`src/rtl/morse_pkg.sv`:
```
// morse_pkg: symbol codes and FSM state type shared by the Morse playback logic.
package morse_pkg;
  localparam logic [1:0] SYM_NOP  = 2'b00;
  localparam logic [1:0] SYM_DOT  = 2'b01;
  localparam logic [1:0] SYM_DASH = 2'b10;
  localparam logic [1:0] SYM_GAP  = 2'b11;
  typedef enum logic [1:0] {ST_IDLE, ST_MARK, ST_SPACE} state_t;
endpackage

```
`src/rtl/unit_tick_gen.sv`:
```
// unit_tick_gen: prescaler counting 0..TICK_DIV-1 with a one-cycle tick on wrap and a synchronous clear.
module unit_tick_gen #(
  parameter int TICK_DIV = 12500000
) (
  input  logic clk,
  input  logic rst,
  input  logic clr,
  output logic tick
);
  localparam int W = $clog2(TICK_DIV);
  logic [W-1:0] cnt;
  assign tick = cnt == W'(TICK_DIV - 1);
  always_ff @(posedge clk or negedge rst)
    if (!rst) cnt <= '0;
    else cnt <= (clr || tick) ? '0 : cnt + W'(1);
endmodule

```
`src/rtl/morse_playback.sv`:
```
// morse_playback: plays one 2-bit Morse symbol at a time as a timed tone_out waveform.
// Optional symbol counter output sym_count is enabled by defining MORSE_PLAYBACK_CNT_EN.
module morse_playback #(
  parameter int TICK_DIV   = 12500000,
  parameter int DOT_UNITS  = 1,
  parameter int DASH_UNITS = 3,
  parameter int GAP_UNITS  = 3
) (
  input  logic       clk,
  input  logic       rst,
  input  logic [1:0] sym_in,
  input  logic       sym_valid,
  output logic       sym_ready,
  output logic       tone_out,
  output logic       busy,
  output logic       done
`ifdef MORSE_PLAYBACK_CNT_EN
  ,
  output logic [7:0] sym_count
`endif
);
  import morse_pkg::*;
  localparam int MAX_DG = DASH_UNITS > GAP_UNITS ? DASH_UNITS : GAP_UNITS;
  localparam int MAX_U  = DOT_UNITS > MAX_DG ? DOT_UNITS : MAX_DG;
  localparam int UW     = $clog2(MAX_U) > 0 ? $clog2(MAX_U) : 1;
  state_t state, state_nx;
  logic [1:0] sym;
  logic [UW-1:0] unit_cnt, unit_end;
  logic tick, accept, last_unit;
  assign sym_ready = state == ST_IDLE;
  assign busy      = state != ST_IDLE;
  assign accept    = sym_valid && sym_ready;
  unit_tick_gen #(.TICK_DIV(TICK_DIV)) u_tick (
    .clk  (clk),
    .rst  (rst),
    .clr  (accept),
    .tick (tick)
  );
  always_comb begin
    unit_end  = state == ST_MARK ? (sym == SYM_DASH ? UW'(DASH_UNITS - 1) : UW'(DOT_UNITS - 1))
                                 : (sym == SYM_GAP ? UW'(GAP_UNITS - 1) : '0);
    last_unit = tick && unit_cnt == unit_end;
    state_nx  = state;
    case (state)
      ST_IDLE:  state_nx = !accept ? ST_IDLE :
                           (sym_in == SYM_DOT || sym_in == SYM_DASH) ? ST_MARK :
                           sym_in == SYM_GAP ? ST_SPACE : ST_IDLE;
      ST_MARK:  state_nx = last_unit ? ST_SPACE : ST_MARK;
      ST_SPACE: state_nx = last_unit ? ST_IDLE : ST_SPACE;
      default:  state_nx = ST_IDLE;
    endcase
  end
  always_ff @(posedge clk or negedge rst)
    if (!rst) begin
      state    <= ST_IDLE;
      sym      <= SYM_NOP;
      unit_cnt <= '0;
      tone_out <= 1'b0;
      done     <= 1'b0;
    end else begin
      state    <= state_nx;
      tone_out <= state_nx == ST_MARK;
      done     <= (accept && sym_in == SYM_NOP) || (state == ST_SPACE && state_nx == ST_IDLE);
      if (accept) sym <= sym_in;
      unit_cnt <= (accept || state_nx != state) ? '0 : unit_cnt + UW'(tick);
    end
`ifdef MORSE_PLAYBACK_CNT_EN
  always_ff @(posedge clk or negedge rst)
    if (!rst) sym_count <= '0;
    else if (done && sym_count != 8'hff) sym_count <= sym_count + 8'd1;
`endif
endmodule

```
`config.mk`:
```
export PLATFORM = sky130hd
export DESIGN_NAME = morse_playback
export DESIGN_NICKNAME = d
export VERILOG_FILES = /design/src/rtl/morse_pkg.sv /design/src/rtl/unit_tick_gen.sv /design/src/rtl/morse_playback.sv
export SDC_FILE = /design/constraint.sdc
export NUM_CORES = 1
export LEC_CHECK = 0
export ABC_AREA = 0
export BUFFER_PORTS_ARGS = -buffer_cell sky130_fd_sc_hd__buf_4
export CORE_MARGIN = 4
export CORE_UTILIZATION = 37
export DETAILED_ROUTE_END_ITERATION = 16
export GPL_ROUTABILITY_DRIVEN = 0
export SETUP_SLACK_MARGIN = 0.1
export SLEW_MARGIN = 10
export SYNTH_ARGS = -nofsm -noshare
export SYNTH_HDL_FRONTEND = slang
export SYNTH_SLANG_ARGS = --single-unit
```
`constraint.sdc`:
```
create_clock -name clk -period 1.9 [get_ports clk]
set_input_delay 0 -clock clk [delete_from_list [all_inputs] [get_ports clk]]
set_output_delay 0 -clock clk [all_outputs]
set_load 0.005 [all_outputs]
```
==> results.txt <==
* Layout filler cell count: 388
- Fraction of post-synthesis cell area in the top cell type by area: 50.3%
* Power Internal: 0.00101 W
* Placed instance count: 238
* Category of the worst setup path capture point: flop
* Max Clk Rate: 494 MHz
- Reg power frac: 53.7%
- Counting distinct cell types in the post-synthesis netlist gives 31.
- Metal3 WL: 126 µm
* Global-route wire length before repair: 5660 µm
* Clock buffer count from CTS: 5
- Clock network fraction of total power: 43.9%
- In this run the static leakage power is 0.914 nW.
- Worst Max-Slew Pin Slew: 0.415 ns
- After synthesis the netlist holds a flip-flop and latch count of 32.
- Ports placed on the boundary: 9
- Largest fanout on the critical path: 6
- The analysis attributes to net switching a power of 0.000255 W.
* Highest routing layer actually used: met4
- Total wire length: 3160 µm
- Cell Count, Final, Fillers Out: 248
* Worst slew margin relative to its limit: 72.2%
- Setup violations remaining at the end of the flow were counted as 28.
* Syn Inst Count: 163
- The worst setup path is of the reg2reg kind.
* Syn. warnings: 0
- After detailed routing, the number of vias per cell comes to 4.99.
- Main synth FF type: dfrtp_1
* Final non-filler cell area: 2000 µm²
- Placement-stage cell area: 1860 µm²
* DRC Markers: 0
- The number of antenna violations at the first check in global routing was 0.
- Post-synth design cell area: 1590 µm²
* Number of sinks driven by the clock tree: 32
* Switch share: 20.1%
* Time the final worst path needs with I/O delays and setup: 2.02 ns
* Power density over the cells: 634 nW/µm²
- After floorplanning, the core was sized to cover 4090 µm².
- Number of buffers on the longest clock path: 2
- The die covers 5420 µm².
- Worst hold slack after final layout: 0.0257 ns
- On the final layout, the worst clock skew is 0.00586 ns.
- Ranking of synthesized cells by area: dfrtp_1 50%, xor2_1 7.1%, nor2_1 7.1%, xnor2_1 6.0%, nand2_1 3.8%
* Area grow syn2layout: 25.7%
* Yosys top cell by area: dfrtp_1
- Aggregate global routing overflow: 0
- Sequential element share of the synthesized area: 50.3%
- After detailed routing, the average wire length per cell comes to 12.7 µm.
- Remaining antenna violation count: 0
- Number of cell rows: 23
* Worst-Skew Late Latency: 0.28 ns
- Data arrives at the worst endpoint at 2.20 ns.
* Met2 wire length: 1570 µm
- Register clock-pin slew on the reported worst setup and hold paths: 0.07 ns
- DRT Pass-1 Iters: 5
- Met1 WL: 1450 µm
- Setup repair after global routing missed its margin: yes
- The repair_antennas step left the layout with diodes totalling 0.
- Final core area utilization: 49.0%
- Leaving out fill and tap cells, the most frequent cell in the layout is dfrtp_1.
- Fraction of the cycle the final worst path needs: 107%
- The flow ran to the end, but the final reports show violations.
- DIE HEIGHT: 73.6 µm
- The min-delay analysis places its worst path in the category in2reg.
- Of the cells placed in the final design, the portion with a size suffix greater than 1 is 21.2%.
* Initial DRC count: 41
- Violations in the final reports: negative setup slack
- For this configuration, the core starts out at a cell density of 39.0%.
* Net count of the mapped netlist: 172
* Number of global-route vias before repair: 1278
* Fraction of power consumed by combinational cells: 2.4%
- In this run the tool buffered the top-level ports with 8 buffer cells.
- STA classifies the critical path startpoint as a flop.
- Total global routing track utilization: 13.4%
* CTS H-Tree Depth: 2
- The max-slew violation count is 0.
* Fin worst setup slack: -0.124 ns
- Commonest non-fill, non-tap cells in the layout: 32 x dfrtp_1, 30 x nor2_1, 26 x buf_4
* Largest net degree at the start of global routing: 33
- Final HPWL from detailed placement: 2390 µm
- After layout, the design draws a total of 0.00127 W.
- Final hold viol count: 0
- CTS tree: done
- The final layout contains 207 nets.
- IR Drop Worst-Case VDD: 0.518 mV
* Vias after detailed routing: 1237
- Required time of the worst setup path: 2.07 ns
- Count of flip-flops with a built-in enable after synthesis: 0
- Measured along the x axis, the die boundary spans 73.6 µm.
* Root buffer selected by CTS: clkbuf_8
- Counting flops with an async set or reset pin after synthesis yields a share of 100%.
- Post-synthesis area per instance: 9.77 µm²
* Max_cap viols: 0
==> synthesized netlist by cell type (all sizes together), types with 2 or more instances <==
cell type,number
a21oi,5
and3,5
buf,2
dfrtp,32
ha,4
inv,6
nand2,16
nand3,7
nand4,8
nor2,30
nor2b,2
nor3,2
nor4,3
o21ai,3
o31ai,3
xnor2,11
xor2,13
==> worst max-delay path, stage by stage (launching register included) <==
cell and delay, ns:
dfrtp_1 0.37, or4b_1 0.53, nor4_2 0.19, nand4_2 0.23
or3_1 0.43, and3_1 0.17
==> repair_timing <==
| item | in CTS | in global routing |
|---|---|---|
| endpoints found under the setup margin | 29 | 29 |
| hold endpoints to repair | 33 | 0 |
| hold buffers | 2 | 0 |
| setup buffers | 1 | 0 |
| gates cloned | 0 | 0 |
| resized for setup | 2 | 1 |
| pin swaps | 1 | 3 |
==> layer usage <==
metal	vias to the layer above	GRT usage (%)
met5	-	0
met2	17	22.3
met3	2	3.69
li1	625	-
met1	593	17.1
met4	0	3.62
==> state kept, by name (all words and copies together) (netlist names) <==
name / flops
done: 1
state: 2
sym: 2
tone_out: 1
u_tick.cnt: 24
unit_cnt: 2
==> path summary, 6_finish.rpt <==
path	startpoint	endpoint	slack [ns]	depth (start not counted)
max reg2reg	u_tick.cnt[8]$_DFF_PN0_	state[1]$_DFF_PN0_	-0.12	5
max	u_tick.cnt[8]$_DFF_PN0_	state[1]$_DFF_PN0_	-0.12	5
max in group asynchronous	rst	u_tick.cnt[1]$_DFF_PN0_	1.42	2
min reg2reg	sym[0]$_DFFE_PN0N_	sym[0]$_DFFE_PN0N_	0.51	2
min	sym_in[0]	sym[0]$_DFFE_PN0N_	0.03	3
min in group asynchronous	rst	u_tick.cnt[19]$_DFF_PN0_	0.19	2
==> cells by family after synthesis <==
kind of cell	synth area share, %
and+or+nand+nor	26.9
xor gates and xnor gates	13.2
AOI/OAI and AO/OA	4.40
buffers and inverters	2.04
DFF	50.3
adders and majority gates	3.14
==> cell type report <==
class	instances	area, µm²	share of cell area [%]
clock buffer	7	96.3	4.81
sequential	32	801	40.0
tap	50	62.6	3.13
inverter	6	22.5	1.13
timing repair buffer	30	246	12.3
multi-input combinational	123	773	38.6
==> power groups by stage <==
stage	Combinational [W]	Clock (W)	Sequential, W
2_1_floorplan	0.00000483	0	0.000694
3_3_place_gp	0.0000274	0	0.000694
3_5_place_dp	0.0000283	0	0.000694
4_1_cts	0.0000315	0.000572	0.000681
5_1_grt	0.0000357	0.000606	0.000681
6_report	0.0000301	0.000557	0.000681
==> stage by stage <==
| stage | TNS, ns | setup slack [ns] |
|---|---|---|
| floorplan | -0.0363 | -0.0363 |
| global placement | -0.294 | -0.0696 |
| detailed placement | -1.26 | -0.126 |
| CTS | -1.91 | -0.133 |
| global route | -4.71 | -0.223 |
| finish | -1.71 | -0.124 |
Power figures use the tool's default switching activity.
